### config.mk
export PLATFORM = sky130hd
export DESIGN_NAME = vai_c0_req_arb
export DESIGN_NICKNAME = d
export VERILOG_FILES = /design/src/rtl/vai_c0_req_arb.sv
export SDC_FILE = /design/constraint.sdc
export NUM_CORES = 1
export LEC_CHECK = 0
export ABC_AREA = 1
export BUFFER_PORTS_ARGS = -buffer_cell sky130_fd_sc_hd__buf_2
export CORE_AREA = 2 2 463 465
export CTS_CLUSTER_SIZE = 8
export DETAILED_ROUTE_END_ITERATION = 16
export DIE_AREA = 0 0 465 467
export PLACE_DENSITY_LB_ADDON = 0.25
export SLEW_MARGIN = 0
export SYNTH_ARGS = -nofsm -noshare
export SYNTH_HDL_FRONTEND = slang
export SYNTH_SLANG_ARGS = --single-unit
### constraint.sdc
create_clock -name pClk -period 6.8 [get_ports pClk]
set_input_delay 1.02 -clock pClk [delete_from_list [all_inputs] [get_ports pClk]]
set_output_delay 1.02 -clock pClk [all_outputs]
set_load 0.1 [all_outputs]
### src/rtl/vai_c0_req_arb.sv
// rtl/vai_c0_req_arb.sv - round-robin c0 read-request arbiter with vmid relocation and response routing
// Optional per-vmid grant counters are enabled with VAI_ARB_STATS_EN.
module vai_c0_req_arb #(
  parameter int NUM_SUB_AFUS = 8,
  parameter int ADDR_W       = 42,
  parameter int MDATA_W      = 16
) (
  input  logic                               pClk,
  input  logic                               pck_cp2af_softReset_n,
  input  logic [NUM_SUB_AFUS-1:0]            req_valid,
  output logic [NUM_SUB_AFUS-1:0]            req_ready,
  input  logic [NUM_SUB_AFUS*ADDR_W-1:0]     req_addr,
  input  logic [NUM_SUB_AFUS*MDATA_W-1:0]    req_mdata,
  input  logic [NUM_SUB_AFUS*64-1:0]         offset_array,
  input  logic [63:0]                        sub_afu_reset,
  input  logic                               tx_almfull,
  output logic                               tx_valid,
  output logic [ADDR_W-1:0]                  tx_addr,
  output logic [MDATA_W-1:0]                 tx_mdata,
  input  logic                               rx_valid,
  input  logic [MDATA_W-1:0]                 rx_mdata,
  output logic [NUM_SUB_AFUS-1:0]            rsp_valid,
  output logic [MDATA_W-1:0]                 rsp_mdata,
  input  logic [$clog2(NUM_SUB_AFUS)-1:0]    stat_sel,
  output logic [31:0]                        stat_count
);
  localparam int N      = NUM_SUB_AFUS;
  localparam int VMID_W = $clog2(NUM_SUB_AFUS);

  logic [N-1:0]         sar;
  logic [ADDR_W-1:0]    req_addr_a   [N];
  logic [MDATA_W-1:0]   req_mdata_a  [N];
  logic [ADDR_W-1:0]    offset_a     [N];

  logic [N-1:0]         held_q, held_d;
  logic [ADDR_W-1:0]    held_addr_q  [N];
  logic [ADDR_W-1:0]    held_addr_d  [N];
  logic [MDATA_W-1:0]   held_mdata_q [N];
  logic [MDATA_W-1:0]   held_mdata_d [N];
  logic [VMID_W-1:0]    last_grant_q, last_grant_d;
  logic                 tx_valid_q, tx_valid_d;
  logic [ADDR_W-1:0]    tx_addr_q, tx_addr_d;
  logic [MDATA_W-1:0]   tx_mdata_q, tx_mdata_d;
  logic [N-1:0]         rsp_valid_q, rsp_valid_d;
  logic [MDATA_W-1:0]   rsp_mdata_q, rsp_mdata_d;

  logic [N-1:0]         eligible;
  logic                 gnt_found;
  logic [VMID_W-1:0]    gnt_idx;
  logic [VMID_W-1:0]    cand;
  logic [VMID_W-1:0]    rx_vmid;
  logic                 unused_ok;

  assign sar       = sub_afu_reset[N-1:0];
  assign unused_ok = ^{sub_afu_reset, offset_array, stat_sel};

  for (genvar i = 0; i < N; i++) begin : g_unpack
    assign req_addr_a[i]  = req_addr[i*ADDR_W +: ADDR_W];
    assign req_mdata_a[i] = req_mdata[i*MDATA_W +: MDATA_W];
    assign offset_a[i]    = offset_array[i*64 +: ADDR_W];
  end

  assign req_ready = ~held_q & ~sar;
  assign eligible  = held_q & ~sar;

  // Search upward from last_grant+1; the VMID_W-bit add wraps modulo N.
  always_comb begin
    gnt_found = 1'b0;
    gnt_idx   = '0;
    cand      = '0;
    for (int k = 1; k <= N; k++) begin
      cand = last_grant_q + VMID_W'(k);
      if (!gnt_found && eligible[cand]) begin
        gnt_found = 1'b1;
        gnt_idx   = cand;
      end
    end
    if (tx_almfull) gnt_found = 1'b0;
  end

  always_comb begin
    held_d       = held_q;
    held_addr_d  = held_addr_q;
    held_mdata_d = held_mdata_q;
    last_grant_d = last_grant_q;
    tx_valid_d   = 1'b0;
    tx_addr_d    = tx_addr_q;
    tx_mdata_d   = tx_mdata_q;
    if (gnt_found) begin
      tx_valid_d      = 1'b1;
      tx_addr_d       = held_addr_q[gnt_idx] + offset_a[gnt_idx];
      tx_mdata_d      = {gnt_idx, held_mdata_q[gnt_idx][MDATA_W-VMID_W-1:0]};
      held_d[gnt_idx] = 1'b0;
      last_grant_d    = gnt_idx;
    end
    for (int i = 0; i < N; i++) begin
      if (req_valid[i] && req_ready[i]) begin
        held_d[i]       = 1'b1;
        held_addr_d[i]  = req_addr_a[i];
        held_mdata_d[i] = req_mdata_a[i];
      end
      if (sar[i]) held_d[i] = 1'b0;
    end
  end

  // Responses for a vmid under sub-AFU reset are dropped here.
  always_comb begin
    rx_vmid     = rx_mdata[MDATA_W-1 -: VMID_W];
    rsp_valid_d = '0;
    if (rx_valid) rsp_valid_d[rx_vmid] = ~sar[rx_vmid];
    rsp_mdata_d = rx_mdata;
    rsp_mdata_d[MDATA_W-1 -: VMID_W] = '0;
  end

  always_ff @(posedge pClk or negedge pck_cp2af_softReset_n) begin
    if (!pck_cp2af_softReset_n) begin
      held_q       <= '0;
      last_grant_q <= VMID_W'(N - 1);
      tx_valid_q   <= 1'b0;
      tx_addr_q    <= '0;
      tx_mdata_q   <= '0;
      rsp_valid_q  <= '0;
      rsp_mdata_q  <= '0;
      for (int i = 0; i < N; i++) begin
        held_addr_q[i]  <= '0;
        held_mdata_q[i] <= '0;
      end
    end else begin
      held_q       <= held_d;
      held_addr_q  <= held_addr_d;
      held_mdata_q <= held_mdata_d;
      last_grant_q <= last_grant_d;
      tx_valid_q   <= tx_valid_d;
      tx_addr_q    <= tx_addr_d;
      tx_mdata_q   <= tx_mdata_d;
      rsp_valid_q  <= rsp_valid_d;
      rsp_mdata_q  <= rsp_mdata_d;
    end
  end

  assign tx_valid  = tx_valid_q;
  assign tx_addr   = tx_addr_q;
  assign tx_mdata  = tx_mdata_q;
  assign rsp_valid = rsp_valid_q;
  assign rsp_mdata = rsp_mdata_q;

`ifdef VAI_ARB_STATS_EN
  logic [31:0] cnt_q [N];
  logic [31:0] cnt_d [N];
  logic [31:0] stat_count_q, stat_count_d;

  always_comb begin
    cnt_d = cnt_q;
    if (gnt_found) cnt_d[gnt_idx] = cnt_q[gnt_idx] + 32'd1;
    for (int i = 0; i < N; i++) begin
      if (sar[i]) cnt_d[i] = '0;
    end
    stat_count_d = cnt_q[stat_sel];
  end

  always_ff @(posedge pClk or negedge pck_cp2af_softReset_n) begin
    if (!pck_cp2af_softReset_n) begin
      stat_count_q <= '0;
      for (int i = 0; i < N; i++) cnt_q[i] <= '0;
    end else begin
      stat_count_q <= stat_count_d;
      cnt_q        <= cnt_d;
    end
  end

  assign stat_count = stat_count_q;
`else
  assign stat_count = 32'd0;
`endif

endmodule

==> results of run 1 <==
==> area by class of cell <==
| type | count | area (sq um) | share of cell area (%) |
|---|---|---|---|
| Multi-Input combinational cell | 1987 | 12700 | 32.2 |
| Clock buffer | 97 | 2100 | 5.31 |
| Antenna cell | 64 | 160 | 0.406 |
| Sequential cell | 531 | 13300 | 33.7 |
| Inverter | 211 | 800 | 2.03 |
| Clock inverter | 13 | 199 | 0.504 |
| Tap cell | 2821 | 3530 | 8.94 |
| Timing Repair Buffer | 1124 | 6690 | 16.9 |
==> sequential cells by signal, summed over array words and instances, names as in the netlist <==
register,flops
held_addr_q,336
held_mdata_q,104
tx_addr,42
tx_mdata,16
rsp_mdata,13
held_q,8
rsp_valid,8
last_grant_q,3
tx_valid,1
==> cells in the mapped netlist (5+ instances only) <==
cell type,n,share of area [%]
nand2_2,5,0.11
inv_2,6,0.082
o22ai_1,320,7.3
buf_1,26,0.35
nor2_1,313,4.3
nand3_1,53,0.96
ha_1,43,2.0
xor2_1,30,0.96
mux2_2,388,16
a21oi_1,136,2.5
inv_1,204,2.8
o21ai_0,146,2.7
o21ai_1,5,0.091
xnor2_1,11,0.35
a31oi_1,14,0.32
nor3_1,5,0.091
dfrtp_1,528,48
o21a_1,7,0.19
nand3_2,9,0.33
buf_2,67,1.2
nand2_1,427,5.8
clkbuf_1,55,0.75
buf_4,42,1.1
==> kinds of logic after synthesis <==
family                   count (synthesis)
adder cells (fa/ha/maj)                 44
buffers and inverters                  405
XOR/XNOR                                42
other                                    1
AO/OA/AOI/OAI                          647
multiplexers                           388
flip-flops                             531
AND/OR/NAND/NOR                        831
==> repair_timing <==
action | 4_1_cts | 5_1_grt
buffers inserted | 4 | 4
resized for setup | 1 | 13
endpoints found under the hold margin | 0 | 0
pin swaps | 1 | 3
setup endpoints to repair | 2 | 13
==> worst max-delay path, delay by kind of cell, from the launching register on <==
kind	cells	cell delay [ns]
and+or+nand+nor	19	1.90
buffers and inverters	12	1.58
AOI/OAI and AO/OA	8	1.43
adders and majority gates	2	0.66
DFF	1	0.53
==> metal layers <==
layer,part of all wire [%],wire [um]
met4,3.1,5220
met3,11,18500
met2,44,74400
met5,0.57,975
met1,42,70700
==> per-stage QoR <==
| stage | cell area (sq um) | setup TNS (ns) | instances | hold slack (ns) |
|---|---|---|---|---|
| finish | 39500 | 0 | 6848 | 0.294 |
| detailed placement | 36900 | -0.453 | 6666 | 0.464 |
| floorplan | 27600 | 0 | 2923 | 0.478 |
| global route | 39400 | -0.0749 | 6812 | 0.258 |
| global placement | 36900 | -0.539 | 6666 | 0.461 |
| CTS | 39300 | 0 | 6780 | 0.221 |
==> final timing paths <==
check                                               end  slack (ns)  cells after the start
max reg2reg                     tx_addr[41]$_DFFE_PN0P_        0.47                     41
min                        held_addr_q[172]$_DFFE_PN0P_        0.29                      1
min reg2reg                     tx_addr[14]$_DFFE_PN0P_        0.48                      2
max in group asynchronous  held_addr_q[322]$_DFFE_PN0P_        5.11                      2
max                             tx_addr[41]$_DFFE_PN0P_        0.47                     41
min in group pClk               rsp_mdata[10]$_DFF_PN0_        0.40                      1
==> impl_metrics.json, run 1 <==
{
  "cap_violations": 0,
  "rows": 169,
  "muxShareOfSynthArea_pct": 15.9,
  "drc_errors": 0,
  "crit_slowest_cell": "dfstp_2",
  "place.gp.congestion": 0.875,
  "grt_pass1_vias": 27100,
  "drt_pass1_iterations": 5,
  "cp-end-kind": "register",
  "cts-buffers-inserted": 80,
  "via_count": 26500,
  "grt_pass1_wl_um": 226000,
  "grt.met2_usage_pct": 23.4,
  "arrival_ns": 6.90,
  "finalCoreUtilization_pct": 18.7,
  "die_area_sq_mm": 0.217,
  "final-setup-viol-count": 0,
  "async_flop_share_pct": 100,
  "post-route-min-period_ns": 6.33,
  "fill_cells": 23800,
  "final_cell_mix": "898 x buf_2, 528 x dfrtp_1, 418 x nand2_1, 388 x mux2_2, 318 x o22ai_1",
  "dp_slack_ns": -0.208,
  "synth_compound_area_share_pct": 13.6,
  "setup.worst_path.class": "register to register",
  "die_w_um": 465,
  "drtIter0Drc": 1500,
  "use_met1_pct": 18.7,
  "relSlewSlack_pct": 30.7,
  "clock_latency_ns": 0.72,
  "cp_max_fo": 17,
  "synth_simple_gate_area_share_pct": 12.3,
  "fp.dieH_um": 467,
  "r2r_start": "last_grant_q[0]$_DFFE_PN1P_",
  "yosysSeqAreaShare_pct": 48.3,
  "cts.sinks": 531,
  "status": "completed",
  "syn_avg_cell_area_sq_um": 9.52,
  "ys_warn_count": 0,
  "grt_use_total_pct": 15.2,
  "wl_per_cell_um": 24.8,
  "busiest_layer": "met2",
  "cts_max_level": 3,
  "synth_top_family_by_area": "multiplexers",
  "root_buffer": "clkbuf_16",
  "worst_pin_slew_ns": 1.04,
  "hpwl_um": 134000,
  "finalHoldViolCount": 0,
  "core-area_sq_mm": 0.212,
  "synthCells": 2889,
  "synthFlopType": "dfrtp_1",
  "crit_path_start": "last_grant_q[0]$_DFFE_PN1P_",
  "final_nets": 5050,
  "grt-ovfl-total": 0,
  "ant_nets": 0,
  "synth-edff-count": 0,
  "start_util_pct": 13.0,
  "yosys.area_share.adder_pct": 2.03,
  "cp_slowest_stage_delay_ns": 0.53,
  "required_ns": 7.37,
  "io_pins": 1194,
  "hold_buffers": 0,
  "viasPerCell": 3.87,
  "netlist_area_sq_mm": 0.0275,
  "met3_usage_pct": 6.98,
  "cts_tree": "built",
  "yosysUniqueCellTypes": 51,
  "antenna_found_initial": 156,
  "wirelength_um": 170000,
  "fin_crit_sh_pct": 93.1,
  "final_layout_size_suffix_gt1_share_pct": 42.0,
  "ys_ff_latch": 531,
  "fmax_mhz": 158,
  "worstHoldPathType": "input port to async pin",
  "drv_slew": 0,
  "critPathLaunchType": "register",
  "grt_max_degree": 145,
  "synth-xor-area-share_pct": 1.36,
  "path_clk_slew_ns": 0.06,
  "final_common_cell": "buf_2",
  "rsz0062_at_grt": "yes",
  "area_growth_pct": 43.5,
  "finalWorstSetupSlack_ns": 0.467,
  "fin_skew_ns": 0.0632,
  "clock_path_buffers": 3,
  "port_buffers": 899
}
Power of run 1 is left out: the tool's default activity adds up to more than one toggle a clock period on the data nets, which glitch-free logic cannot reach.
==> inputs of run 2 (changes only) <==
--- a/config.mk
+++ b/config.mk
@@ -7,10 +7,11 @@
 export LEC_CHECK = 0
 export ABC_AREA = 1
 export BUFFER_PORTS_ARGS = -buffer_cell sky130_fd_sc_hd__buf_2
-export CORE_AREA = 2 2 463 465
+export CORE_AREA = 2 2 467 469
 export CTS_CLUSTER_SIZE = 8
 export DETAILED_ROUTE_END_ITERATION = 16
-export DIE_AREA = 0 0 465 467
+export DIE_AREA = 0 0 469 471
+export GPL_ROUTABILITY_DRIVEN = 0
 export PLACE_DENSITY_LB_ADDON = 0.25
 export SLEW_MARGIN = 0
 export SYNTH_ARGS = -nofsm -noshare
==> run 2 against run 1 <==
Design area decreased by 0.72%. Cell count down 0.26%. Clock skew down 0.0051 ns. Utilization is 0.51 points lower. Global-route usage fell by 0.35 points. First-iteration DRC count shrank 7.0%. Hold slack worse by 0.053 ns. Critical path depth shrank 8. Wire length decreased by 0.43%. Via count decreased by 1.1%. Critical path type unchanged.
==> impl_metrics.json, run 2 (synthesis gave the netlist of run 1 again) <==
{
  "path_common_cell": "buf_4",
  "worstHoldPathType": "input port to async pin",
  "grt_pass1_vias": 26900,
  "rows": 171,
  "arrival_ns": 6.90,
  "worst_pin_slew_ns": 1.02,
  "fmax_mhz": 158,
  "grt_pass1_wl_um": 225000,
  "status": "completed",
  "final_nets": 4997,
  "cp_num_buf_inv": 10,
  "required_ns": 7.35,
  "via_count": 26200,
  "die_w_um": 469,
  "relSlewSlack_pct": 31.9,
  "fp.dieH_um": 471,
  "fin_setup_tns_ns": 0,
  "post-route-min-period_ns": 6.34,
  "cts_max_level": 3,
  "path_clk_slew_ns": 0.05,
  "cts-buffers-inserted": 80,
  "finalHoldViolCount": 0,
  "ant_nets": 0,
  "final_cell_mix": "898 x buf_2, 528 x dfrtp_1, 418 x nand2_1, 388 x mux2_2, 319 x o22ai_1",
  "wirelength_um": 169000,
  "dp_cells": 6639,
  "hpwl_um": 136000,
  "root_buffer": "clkbuf_16",
  "crit_slowest_cell": "dfstp_2",
  "critical-path-top-delay-family": "buffers and inverters",
  "io_pins": 1194,
  "rsz0062_at_grt": "no",
  "final_common_cell": "buf_2",
  "drc_errors": 0,
  "holdWs_ns": 0.241,
  "cp_slowest_stage_delay_ns": 0.54,
  "drtIter0Drc": 1395,
  "area_growth_pct": 42.5,
  "clock_latency_ns": 0.70,
  "viasPerCell": 3.84,
  "grt_use_total_pct": 14.8,
  "drt_pass1_iterations": 7,
  "cp_max_fo": 19,
  "drv_slew": 0,
  "finalCoreUtilization_pct": 18.1,
  "fin_crit_sh_pct": 93.3,
  "die_area_sq_mm": 0.221,
  "grt-ovfl-total": 0,
  "cap_violations": 0,
  "stdcell_count": 6830,
  "cp-end-kind": "register",
  "wl_per_cell_um": 24.7,
  "antenna_found_initial": 141,
  "final_layout_size_suffix_gt1_share_pct": 41.2,
  "critPathLaunchType": "register",
  "clock_path_buffers": 3,
  "final-setup-viol-count": 0,
  "setup.worst_path.class": "register to register",
  "grt_max_degree": 148,
  "largest-register": "held_addr_q",
  "start_util_pct": 12.7,
  "core-area_sq_mm": 0.216,
  "port_buffers": 899,
  "cts.sinks": 531,
  "largest_reg_flops": 336,
  "fin_skew_ns": 0.0580,
  "cts_tree": "built"
}
==> run 2: changes by cell type in the layout (fill, tap and decap cells not counted), moves of 2 or more <==
cell	change
buf_4	-50
buf_12	-3
clkbuf_8	+3
clkinv_2	-3
bufinv_16	+2
inv_16	+2
==> run 2: repair_timing <==
action,in CTS,in global routing
gates resized for setup,0,12
endpoints found under the setup margin,0,14
hold buffers,0,0
buffers inserted,0,15
==> run 2: worst reg2reg max path, delay by kind of cell (launching register included) <==
family          cells  cell delay [ns]
compound gates     10             1.55
xor+xnor            1             0.28
fa+ha+maj           2             0.65
buf+inv            10             1.62
flops               1             0.54
simple gates       10             1.54
==> run 2: cell type report <==
cell class | instances | area, sq um
inverters | 211 | 795
diodes | 63 | 158
fillers | 24400 | 177000
clock inverters | 12 | 267
repair buffers | 1071 | 6250
clock buffers | 101 | 2140
flip-flops and latches | 531 | 13300
multi-input cells | 1987 | 12700
well taps | 2854 | 3570
==> run 2: path summary, 6_finish.rpt <==
kind / start / to / slack (ns) / cells past startpoint
setup / recovery: last_grant_q[0]$_DFFE_PN1P_ / tx_addr[35]$_DFFE_PN0P_ / 0.46 / 33
max in group asynchronous: pck_cp2af_softReset_n / held_addr_q[79]$_DFFE_PN0P_ / 5.13 / 2
min in group pClk: rx_mdata[8] / rsp_mdata[8]$_DFF_PN0_ / 0.40 / 1
hold / removal: pck_cp2af_softReset_n / held_addr_q[43]$_DFFE_PN0P_ / 0.24 / 1
setup reg to reg: last_grant_q[0]$_DFFE_PN1P_ / tx_addr[35]$_DFFE_PN0P_ / 0.46 / 33
hold reg to reg: tx_mdata[9]$_DFFE_PN0P_ / tx_mdata[9]$_DFFE_PN0P_ / 0.47 / 2
==> run 2: layer usage <==
metal	global-route usage (%)	vias up	wire (um)
met5	0	-	832
li1	-	12000	-
met3	5.85	297	15900
met1	18.5	12700	72000
met2	23.8	1088	76800
met4	3.38	134	3450
==> run 2: per-stage QoR <==
step | worst slack, ns | instance area [sq um]
6_report | 0.457 | 39200
5_1_grt | 0.0195 | 39100
4_1_cts | 0.0385 | 38800
3_5_place_dp | -0.146 | 36400
3_3_place_gp | -0.260 | 36400
2_1_floorplan | 1.26 | 27600
Power of run 2 is left out for the same reason.
==> inputs of run 3 (changes only) <==
==> constraint.sdc (replaced) <==
create_clock -name pClk -period 7 [get_ports pClk]
set_input_delay 1.05 -clock pClk [delete_from_list [all_inputs] [get_ports pClk]]
set_output_delay 1.05 -clock pClk [all_outputs]
set_load 0.1 [all_outputs]
==> run 3 against run 2 <==
Design area down 0.57%. Global-route usage about the same. Register-to-register slack worse by 0.02 ns. Critical endpoint unchanged.
==> impl_metrics.json, run 3 (synthesis gave the netlist of run 1 again) <==
{
  "final_cell_mix": "898 x buf_2, 528 x dfrtp_1, 417 x nand2_1, 388 x mux2_2, 320 x o22ai_1",
  "hold_buffers": 0,
  "io_pins": 1194,
  "wirelength_um": 169000,
  "area_growth_pct": 41.7,
  "r2r_slack_ns": 0.44,
  "arrival_ns": 7.13,
  "via_count": 26100,
  "cts_tree": "built",
  "holdWs_ns": 0.302,
  "wl_per_cell_um": 24.9,
  "required_ns": 7.57,
  "drtIter0Drc": 1350,
  "fmax_mhz": 152,
  "drv_slew": 0,
  "final_common_cell": "buf_2",
  "final_nets": 4971,
  "largest-register": "held_addr_q",
  "cap_violations": 0,
  "cp_slowest_stage_delay_ns": 0.56,
  "grt-ovfl-total": 0,
  "finalCoreUtilization_pct": 18.0,
  "grt_use_total_pct": 14.8,
  "grt_pass1_vias": 26600,
  "post-route-min-period_ns": 6.56,
  "drc_errors": 0,
  "critPathLaunchType": "register",
  "viasPerCell": 3.83,
  "drt_pass1_iterations": 5,
  "fin_skew_ns": 0.0532,
  "critical-path-top-delay-family": "simple AND/OR/NAND/NOR gates",
  "fin_crit_sh_pct": 93.7,
  "largest_reg_flops": 336,
  "hpwl_um": 135000,
  "cp-end-kind": "register",
  "path_clk_slew_ns": 0.06,
  "worst_pin_slew_ns": 1.03,
  "crit_slowest_cell": "dfstp_2",
  "cp_max_fo": 24,
  "root_buffer": "clkbuf_16",
  "clock_latency_ns": 0.71,
  "port_buffers": 899,
  "cts-buffers-inserted": 80,
  "start_util_pct": 12.7,
  "finalWorstSetupSlack_ns": 0.438,
  "ff2ff_path_depth": 32,
  "crit_cells": 32,
  "rows": 171,
  "dp_slack_ns": -0.176,
  "clock_path_buffers": 3,
  "grt_pass1_wl_um": 223000,
  "worstHoldPathType": "input port to async pin",
  "relSlewSlack_pct": 31.6,
  "rsz0062_at_grt": "no",
  "final-setup-viol-count": 0,
  "status": "completed",
  "antenna_found_initial": 153,
  "path_common_cell": "buf_4",
  "finalHoldViolCount": 0,
  "fp.dieH_um": 471,
  "cts_max_level": 3,
  "cp_num_buf_inv": 9,
  "final_layout_size_suffix_gt1_share_pct": 40.8,
  "grt_max_degree": 146,
  "die_w_um": 469,
  "die_area_sq_mm": 0.221,
  "cts.sinks": 531,
  "ant_nets": 0,
  "setup.worst_path.class": "register to register",
  "core-area_sq_mm": 0.216
}
==> run 3: changes by cell type in the layout (fill, tap and decap cells not counted), moves of 2 or more <==
cell,delta
diode_2,+14
buf_4,-23
buf_12,-3
clkinv_8,+2
nand2_2,+2
inv_16,-2
clkbuf_1,-2
==> run 3: final cells by class <==
| cell class | instances | area, sq um |
|---|---|---|
| fill | 24400 | 177000 |
| sequential | 531 | 13300 |
| multi-input combinational | 1987 | 12700 |
| timing repair buffer | 1045 | 6020 |
| tap | 2854 | 3570 |
| clock buffer | 100 | 2150 |
| inverter | 211 | 795 |
| clock inverter | 12 | 259 |
| antenna | 77 | 193 |
==> run 3: worst paths after layout <==
check / startpoint / end
max: last_grant_q[0]$_DFFE_PN1P_ / tx_addr[35]$_DFFE_PN0P_
min in group pClk: rx_mdata[8] / rsp_mdata[8]$_DFF_PN0_
min reg2reg: tx_addr[3]$_DFFE_PN0P_ / tx_addr[3]$_DFFE_PN0P_
max in group asynchronous: pck_cp2af_softReset_n / held_addr_q[118]$_DFFE_PN0P_
min: pck_cp2af_softReset_n / held_addr_q[127]$_DFFE_PN0P_
max reg2reg: last_grant_q[0]$_DFFE_PN1P_ / tx_addr[35]$_DFFE_PN0P_
==> run 3: through the flow <==
stage	TNS (ns)	instances	instance area, sq um
after floorplan	0	2923	27600
after global placement	-0.599	6608	36100
after detailed placement	-0.443	6608	36100
after CTS	0	6720	38500
after global routing	0	6782	38900
final	0	6817	39000
==> run 3: what timing repair did <==
item                                    in CTS  in global routing
endpoints found under the setup margin       0                 14
setup buffers                                0                 20
resized for setup                            0                  6
hold endpoints to repair                     0                  0
==> run 3: routing by layer <==
metal	track usage (%)	vias to the layer above	part of all wire (%)
met5	0	-	0.52
met4	3.85	144	2.6
met3	6.79	322	11
met2	23.8	1109	45
met1	17.8	12600	41
li1	-	11900	-
Power of run 3 is left out for the same reason.
